`src/rtl/pipe_pkg.sv`:
```
// pipe_pkg
// Shared types and constants for the elastic inter-stage pipeline register.
//   state_t      : occupancy state of a two-entry stage (EMPTY, ONE, FULL)
//   EXM_*        : bit positions of the EX/MEM control bundle
//   EXM_*_LSB/W  : field layout of the EX/MEM data bundle, packed from bit 0 up
// Optional feature macro used by the top level: PIPE_STAGE_PERF_EN.
package pipe_pkg;

    typedef enum logic [1:0] {
        EMPTY = 2'd0,
        ONE   = 2'd1,
        FULL  = 2'd2
    } state_t;

    // EX/MEM control bundle bit positions
    localparam int EXM_MEMWR    = 0;
    localparam int EXM_BRANCH   = 1;
    localparam int EXM_JUMP     = 2;
    localparam int EXM_MEMTOREG = 3;
    localparam int EXM_REGWR    = 4;
    localparam int EXM_CTRL_W   = 5;

    // EX/MEM data bundle field widths
    localparam int EXM_RW_W    = 5;
    localparam int EXM_DI_W    = 32;
    localparam int EXM_ADDR_W  = 32;
    localparam int EXM_JTARG_W = 30;
    localparam int EXM_BTARG_W = 30;

    // EX/MEM data bundle field offsets (LSB of each field)
    localparam int EXM_RW_LSB    = 0;
    localparam int EXM_DI_LSB    = EXM_RW_LSB + EXM_RW_W;
    localparam int EXM_ADDR_LSB  = EXM_DI_LSB + EXM_DI_W;
    localparam int EXM_OVF       = EXM_ADDR_LSB + EXM_ADDR_W;
    localparam int EXM_ZERO      = EXM_OVF + 1;
    localparam int EXM_JTARG_LSB = EXM_ZERO + 1;
    localparam int EXM_BTARG_LSB = EXM_JTARG_LSB + EXM_JTARG_W;
    localparam int EXM_DATA_W    = EXM_BTARG_LSB + EXM_BTARG_W;

endpackage

```
`src/rtl/pipe_slot.sv`:
```
// pipe_slot
// One storage entry of a pipeline stage: data bundle, control bundle, valid.
// Ports:
//   clk, rst_n      : stage clock (state changes on the falling edge), async active-low reset
//   load            : capture in_data/in_ctrl and mark the entry valid
//   clear           : invalidate the entry and zero its control; wins over load
//   in_data/in_ctrl : values captured on load
//   valid/data/ctrl : stored entry; ctrl is zero whenever valid is zero
module pipe_slot
    import pipe_pkg::*;
#(
    parameter int DATA_W = 128,
    parameter int CTRL_W = 5
) (
    input  logic              clk,
    input  logic              rst_n,
    input  logic              load,
    input  logic              clear,
    input  logic [DATA_W-1:0] in_data,
    input  logic [CTRL_W-1:0] in_ctrl,
    output logic              valid,
    output logic [DATA_W-1:0] data,
    output logic [CTRL_W-1:0] ctrl
);

    // Data is left untouched on clear: a dead entry's data is don't-care,
    // but its control must read as a bubble.
    always_ff @(negedge clk or negedge rst_n) begin
        if (!rst_n) begin
            valid <= 1'b0;
            data  <= '0;
            ctrl  <= '0;
        end else if (clear) begin
            valid <= 1'b0;
            ctrl  <= '0;
        end else if (load) begin
            valid <= 1'b1;
            data  <= in_data;
            ctrl  <= in_ctrl;
        end
    end

endmodule

```
`src/rtl/pipe_stage_reg.sv`:
```
// pipe_stage_reg
// Elastic inter-stage pipeline register with valid/ready handshake, flush to
// bubble and an optional skid entry (DEPTH = 2) so downstream back-pressure
// never reaches in_ready combinationally.
// Ports:
//   clk, rst_n            : stage clock (falling-edge updates), async active-low reset
//   flush                 : synchronous kill of every held entry
//   in_valid/in_ready     : upstream handshake
//   in_data/in_ctrl       : upstream bundles
//   out_valid/out_ready   : downstream handshake
//   out_data/out_ctrl     : registered bundles; out_ctrl is 0 while out_valid is 0
//   occupancy             : number of held entries (0..DEPTH)
//   stall_cnt/bubble_cnt  : performance counters, present only with PIPE_STAGE_PERF_EN
// Optional feature macro: PIPE_STAGE_PERF_EN.
module pipe_stage_reg
    import pipe_pkg::*;
#(
    parameter int DATA_W = 128,
    parameter int CTRL_W = 5,
    parameter int DEPTH  = 2
`ifdef PIPE_STAGE_PERF_EN
    ,
    parameter int CNT_W  = 16
`endif
) (
    input  logic              clk,
    input  logic              rst_n,
    input  logic              flush,
    input  logic              in_valid,
    output logic              in_ready,
    input  logic [DATA_W-1:0] in_data,
    input  logic [CTRL_W-1:0] in_ctrl,
    output logic              out_valid,
    input  logic              out_ready,
    output logic [DATA_W-1:0] out_data,
    output logic [CTRL_W-1:0] out_ctrl,
    output logic [1:0]        occupancy
`ifdef PIPE_STAGE_PERF_EN
    ,
    output logic [CNT_W-1:0]  stall_cnt,
    output logic [CNT_W-1:0]  bubble_cnt
`endif
);

    logic              ready_en;
    logic              accept;
    logic              consume;
    logic              main_load;
    logic              main_clear;
    logic [DATA_W-1:0] main_src_data;
    logic [CTRL_W-1:0] main_src_ctrl;

    // in_ready stays low while in reset and comes up on the first falling
    // edge after release.
    always_ff @(negedge clk or negedge rst_n) begin
        if (!rst_n) begin
            ready_en <= 1'b0;
        end else begin
            ready_en <= 1'b1;
        end
    end

    assign accept  = in_valid & in_ready;
    assign consume = out_valid & out_ready;

    pipe_slot #(
        .DATA_W (DATA_W),
        .CTRL_W (CTRL_W)
    ) u_main (
        .clk     (clk),
        .rst_n   (rst_n),
        .load    (main_load),
        .clear   (main_clear),
        .in_data (main_src_data),
        .in_ctrl (main_src_ctrl),
        .valid   (out_valid),
        .data    (out_data),
        .ctrl    (out_ctrl)
    );

    generate
        if (DEPTH == 1) begin : g_plain
            // Plain stall register: ready follows out_ready combinationally.
            assign in_ready      = ready_en & (~out_valid | out_ready);
            assign main_src_data = in_data;
            assign main_src_ctrl = in_ctrl;
            assign main_load     = accept & ~flush;
            assign main_clear    = flush | (consume & ~accept);
            assign occupancy     = {1'b0, out_valid};
        end else begin : g_skid
            state_t            state;
            logic              skid_load;
            logic              skid_clear;
            logic              skid_valid;
            logic [DATA_W-1:0] skid_data;
            logic [CTRL_W-1:0] skid_ctrl;

            pipe_slot #(
                .DATA_W (DATA_W),
                .CTRL_W (CTRL_W)
            ) u_skid (
                .clk     (clk),
                .rst_n   (rst_n),
                .load    (skid_load),
                .clear   (skid_clear),
                .in_data (in_data),
                .in_ctrl (in_ctrl),
                .valid   (skid_valid),
                .data    (skid_data),
                .ctrl    (skid_ctrl)
            );

            // in_ready depends only on registered state, never on out_ready.
            assign in_ready  = ready_en & (state != FULL);
            assign occupancy = 2'(state);

            // When the skid holds an entry it is the older one waiting behind
            // main, so main refills from it to keep strict ordering.
            assign main_src_data = skid_valid ? skid_data : in_data;
            assign main_src_ctrl = skid_valid ? skid_ctrl : in_ctrl;

            always_comb begin
                main_load  = 1'b0;
                main_clear = 1'b0;
                skid_load  = 1'b0;
                skid_clear = 1'b0;
                if (flush) begin
                    main_clear = 1'b1;
                    skid_clear = 1'b1;
                end else begin
                    case (state)
                        EMPTY: main_load = accept;
                        ONE: begin
                            if (accept && consume) begin
                                main_load = 1'b1;
                            end else if (accept) begin
                                skid_load = 1'b1;
                            end else if (consume) begin
                                main_clear = 1'b1;
                            end
                        end
                        FULL: begin
                            if (consume) begin
                                main_load  = 1'b1;
                                skid_clear = 1'b1;
                            end
                        end
                        default: ;
                    endcase
                end
            end

            // Occupancy state; flush overrides any same-cycle transfer.
            always_ff @(negedge clk or negedge rst_n) begin
                if (!rst_n) begin
                    state <= EMPTY;
                end else if (flush) begin
                    state <= EMPTY;
                end else begin
                    case (state)
                        EMPTY: if (accept) state <= ONE;
                        ONE: begin
                            if (accept && !consume) begin
                                state <= FULL;
                            end else if (!accept && consume) begin
                                state <= EMPTY;
                            end
                        end
                        FULL: if (consume) state <= ONE;
                        default: state <= EMPTY;
                    endcase
                end
            end
        end
    endgenerate

`ifdef PIPE_STAGE_PERF_EN
    // Saturating counters; flush does not clear them.
    always_ff @(negedge clk or negedge rst_n) begin
        if (!rst_n) begin
            stall_cnt  <= '0;
            bubble_cnt <= '0;
        end else begin
            if (out_valid && !out_ready && (stall_cnt != '1)) begin
                stall_cnt <= stall_cnt + 1'b1;
            end
            if (!out_valid && !flush && (bubble_cnt != '1)) begin
                bubble_cnt <= bubble_cnt + 1'b1;
            end
        end
    end
`endif

endmodule

```
`config.mk`:
```
export PLATFORM = sky130hd
export DESIGN_NAME = pipe_stage_reg
export DESIGN_NICKNAME = d
export VERILOG_FILES = /design/src/rtl/pipe_pkg.sv /design/src/rtl/pipe_slot.sv /design/src/rtl/pipe_stage_reg.sv
export SDC_FILE = /design/constraint.sdc
export NUM_CORES = 1
export LEC_CHECK = 0
export CAP_MARGIN = 20
export CORE_MARGIN = 8
export CORE_UTILIZATION = 47
export CTS_BUF_LIST = sky130_fd_sc_hd__clkbuf_4
export DETAILED_ROUTE_END_ITERATION = 16
export PLACE_DENSITY = 0.83
export SLEW_MARGIN = 10
export SYNTH_ARGS = -nofsm -noshare
export SYNTH_HDL_FRONTEND = slang
export SYNTH_SLANG_ARGS = --single-unit
```
`constraint.sdc`:
```
create_clock -name clk -period 2.2 [get_ports clk]
set_clock_uncertainty 0.2 [all_clocks]
set_input_delay 0.55 -clock clk [delete_from_list [all_inputs] [get_ports clk]]
set_output_delay 0.55 -clock clk [all_outputs]
set_load 0.02 [all_outputs]
```
# After elaboration in Yosys (flattened, before gate mapping)

Index checks and enable logic that the tools add are counted.

Register bits: 271
Latch bits: 0
RAM bits: 0
Bits in read-only memories: 0
Logic and storage cells: 60
Memories kept: 0

Add/subtract/negate cells: 0
Multipliers: 0
Div/mod/pow operators: 0
$lt $le $gt $ge: 0
Equality and inequality tests: 6
Shifts and indexed selects: 0
Multiplexer cells: 30
Bitwise logic cells: 5
Reductions and logical operators: 11

Operators by type and width:

| operator                                             | count |
|---|---|
| 2-to-1 mux 128 bit                                   | 1 |
| 2-to-1 mux 5 bit                                     | 5 |
| 2-to-1 mux 1 bit                                     | 17 |
| 2-to-1 mux 2 bit                                     | 5 |
| inequality test 3 bit (second input constant)        | 2 |
| case mux 2 bit (3 select lines)                      | 1 |
| inequality test 4 bit (second input constant)        | 1 |
| AND reduction 2 bit                                  | 2 |
| nonzero test 2 bit                                   | 2 |
| bitwise AND 1 bit                                    | 3 |
| logical AND 1 bit                                    | 3 |
| case mux 1 bit (3 select lines)                      | 1 |
| AND reduction 3 bit                                  | 1 |
| equality test 2 x 1 -> 1 bit (second input constant) | 1 |
| equality test 2 bit (second input constant)          | 1 |
| logical NOT 1 bit                                    | 2 |
| logical NOT 2 bit                                    | 1 |
| inequality test 2 bit (second input constant)        | 1 |
| NOT 1 bit                                            | 2 |

# Depth between registers and ports, before layout

Depth in word-level cells: 9
Depth in mapped cells: 6
Depth with buffers taken out: 3

# By module

Synthesis repeated with hierarchy kept, for this count alone.

Cell total of the unflattened synthesis: 749
Area total of the unflattened synthesis: 13136.3 um^2

Modules (own cells, without submodules):

| module         | instances | cells each | area an instance (um^2) | sequential area each (um^2) |
|---|---|---|---|---|
| pipe_slot      | 2         | 290        | 5529.1                  | 3353.2 |
| pipe_stage_reg | 1         | 169        | 2078.2                  | 75.1 |

==> results by group <==
Outcome
  – Status: complete, but fails checks
  – Failing checks: setup timing

STA
  – Pins Over Slew Limit: 0
  – RSZ-0062 raised after global routing: true
  – Hold WS: 0.249 ns
  – Final setup vio count: between 400 and 500
  – Final Hold Vio Count: 0
  – Setup Total Neg Slack: -250.29 ns
  – Setup ws final: -1.01 ns

Place
  – Post-Place Cell Area: 16300 um2
  – Gpl congestion: 0.824
  – Pre-CTS setup slack: -1.58 ns
  – Port-buffer cells: 274
  – Placed cells: between 1000 and 1500
  – Post-DP HPWL: 22.0 mm

Critical path
  – CP Capture Type: output pin
  – CP max FO: 2
  – Crit Path Category: reg2out
  – Worst r2r src: occupancy[1]
  – R2R depth: 10
  – Setup crit start: occupancy[0]
  – Data required time of the worst path: 1.45 ns
  – Startpoint Class: register
  – Reg2reg setup slack: -0.38 ns
  – Critical R2R Capture: u_main.data[71]
  – Arr. time, crit path: about 2.5 ns

CTS
  – Clock latency on the worst-skew pair: 0.59 ns
  – H-tree depth: 3
  – Clk pin slew, worst setup/hold paths: 0.05 ns
  – Clk sinks: 271
  – Clock Path Buffers: 3
  – CTS tree: yes
  – Num CTS Buffers: 72
  – Clk root buf: clkbuf_4

Detailed routing
  – Drt total wl: 38.5 mm
  – Antenna Violating Nets Remaining: 0
  – Vias: 8722
  – Drt first-iter violations: 413
  – DRC: 0
  – 1st-pass router iterations: 4
  – WL/cell: 23.2 um
  – DR vias/cell: 5.26

Final layout
  – Final Util: 74.2%
  – Final nets: 1418
  – Share of layout cells above drive strength 1: 67.1%
  – P&R area growth vs syn: 56.2%
  – Layout Cells excl Fill: 1659
  – Final Instance Area: 19200 um2

Floorplanning
  – Num rows: 59
  – Top Ports: 275
  – Die ar.: 31600 um2
  – Die width: 178 um
  – CORE AREA: about 26000 um2
  – Die Span Y: about 180 um
  – Initial Util: 47.5%

Synth
  – Prevailing post-synth register cell: dfrtn_1
  – Asr flop ratio synth: 100%
  – Post-synth top cells: dfrtn_1 (271), mux2_2 (234), mux2_4 (100), mux2_1 (50), clkbuf_1 (16)
  – Post-Syn Area: about 12000 um2
  – EDFF count, synth: 0
  – Top-count cell post-synth: dfrtn_1
  – Top post-synthesis cells by area: dfrtn_1 (55%), mux2_2 (21%), mux2_4 (12%)
  – Synthesized flop and latch total: 271
  – Synthesis Warnings: 0
  – Sequential share of the synthesized area: a little under three fifths
  – Syn Inst Count: 752
  – Netlist cell types: 37
  – Net count after synthesis: 890
  – Cell taking the most area after synthesis: dfrtn_1
  – Share of the synthesized area in the top cell type: 55.1%
  – Synth Area per Inst: 16.4 um2

Pwr
  – Static leakage: 9.18 nW
  – Peak VDD IR: 670 uV
  – Pwr Density: 930 nW/um2
  – Total Power: 17.9 mW

Hold path
  – Hold Path Stages: 1
  – Worst Hold Path EP: g_skid.u_skid.data[60]
  – Worst hold-check path type: reg2reg
  – Hold path startpoint: g_skid.u_skid.data[60]

GRT
  – First-pass GRT wire length: 57.5 mm
  – Pin count of the biggest net entering global routing: 50
  – Total track usage: 23.4%
  – Gr ovfl total: 0
  – Initial antenna violation count: 1
  – Vias in the first global route: 10200

Run
  – Number of max-cap violations: 0
[layout by cell type (no fill, tap or decap), drive strengths merged, types with 2 or more instances in the layout]
cell / count
a211oi: 12
mux2: 384
dfrtn: 271
inv: 2
a21boi: 2
and2: 2
a21oi: 2
clkbuf: 104
clkinvlp: 2
a22o: 5
nor2: 2
buf: 369
mux2i: 5
clkinv: 8
a21bo: 2
nand2: 2
and4b: 2
clkdlybuf4s50: 133
[registers in the layout, indices dropped and copies added, names as in the netlist]
signal               flops
u_main.ctrl              5
u_main.valid             1
g_skid.u_skid.data     128
ready_en                 1
occupancy                2
g_skid.u_skid.ctrl       5
u_main.data            128
g_skid.u_skid.valid      1
[worst max-delay path by stage]
| stage | to | slack (ns) | depth (start not counted) |
|---|---|---|---|
| after CTS | in_ready | -1.08 | 3 |
| after global routing | in_ready | -1.10 | 3 |
| after floorplan | u_main.data[0] | -1.08 | 6 |
| after detailed placement | u_main.data[47] | -1.58 | 6 |
| after global placement | u_main.data[57] | -1.56 | 6 |
| final | in_ready | -1.01 | 3 |
[area by class of cell]
class	count	area, um2
Clock buffer	104	781
Fill cell	1458	6690
Antenna cell	1	2.50
Multi-Input combinational cell	433	5570
Sequential cell	271	6780
Timing Repair Buffer	502	5580
Clock inverter	13	92.6
Tap cell	335	419
[cells by family after synthesis]
group | count (synthesis) | synth area share [%]
simple gates | 15 | 0.803
buf+inv | 48 | 3.51
flops | 271 | 55.1
mux | 389 | 38.6
other cells | 1 | 0.0305
compound gates | 27 | 1.87
xor+xnor | 1 | 0.0712
[metal layers]
layer	global-route usage [%]	part of all wire, %
met1	27.1	39
met2	40.8	52
met3	5.79	6.7
met4	9.80	3.1
met5	0.800	0
[worst max-delay path, stage by stage (launching register included)]
cell      delay, ns
dfrtn_1        0.41
nand2b_4       0.12
and2_4         0.13
buf_6          0.11
[where the power goes]
part           internal (mW)  leakage (nW)  switching, mW  total (mW)
registers               6.43          3.35          0.971        7.41
clock network           2.28         0.519           2.12        4.40
logic                   3.85          5.30           2.21        6.06
total                   12.6          9.18           5.29        17.9
[what timing repair did]
item / in CTS / in global routing
hold buffers: 0 / 0
gates cloned: 24 / 0
gates resized for setup: 938 / 104
pin swaps: 6 / 10
endpoints found under the setup margin: 407 / 405
buffers inserted: 62 / 47
(Power assumes the default switching activity.)
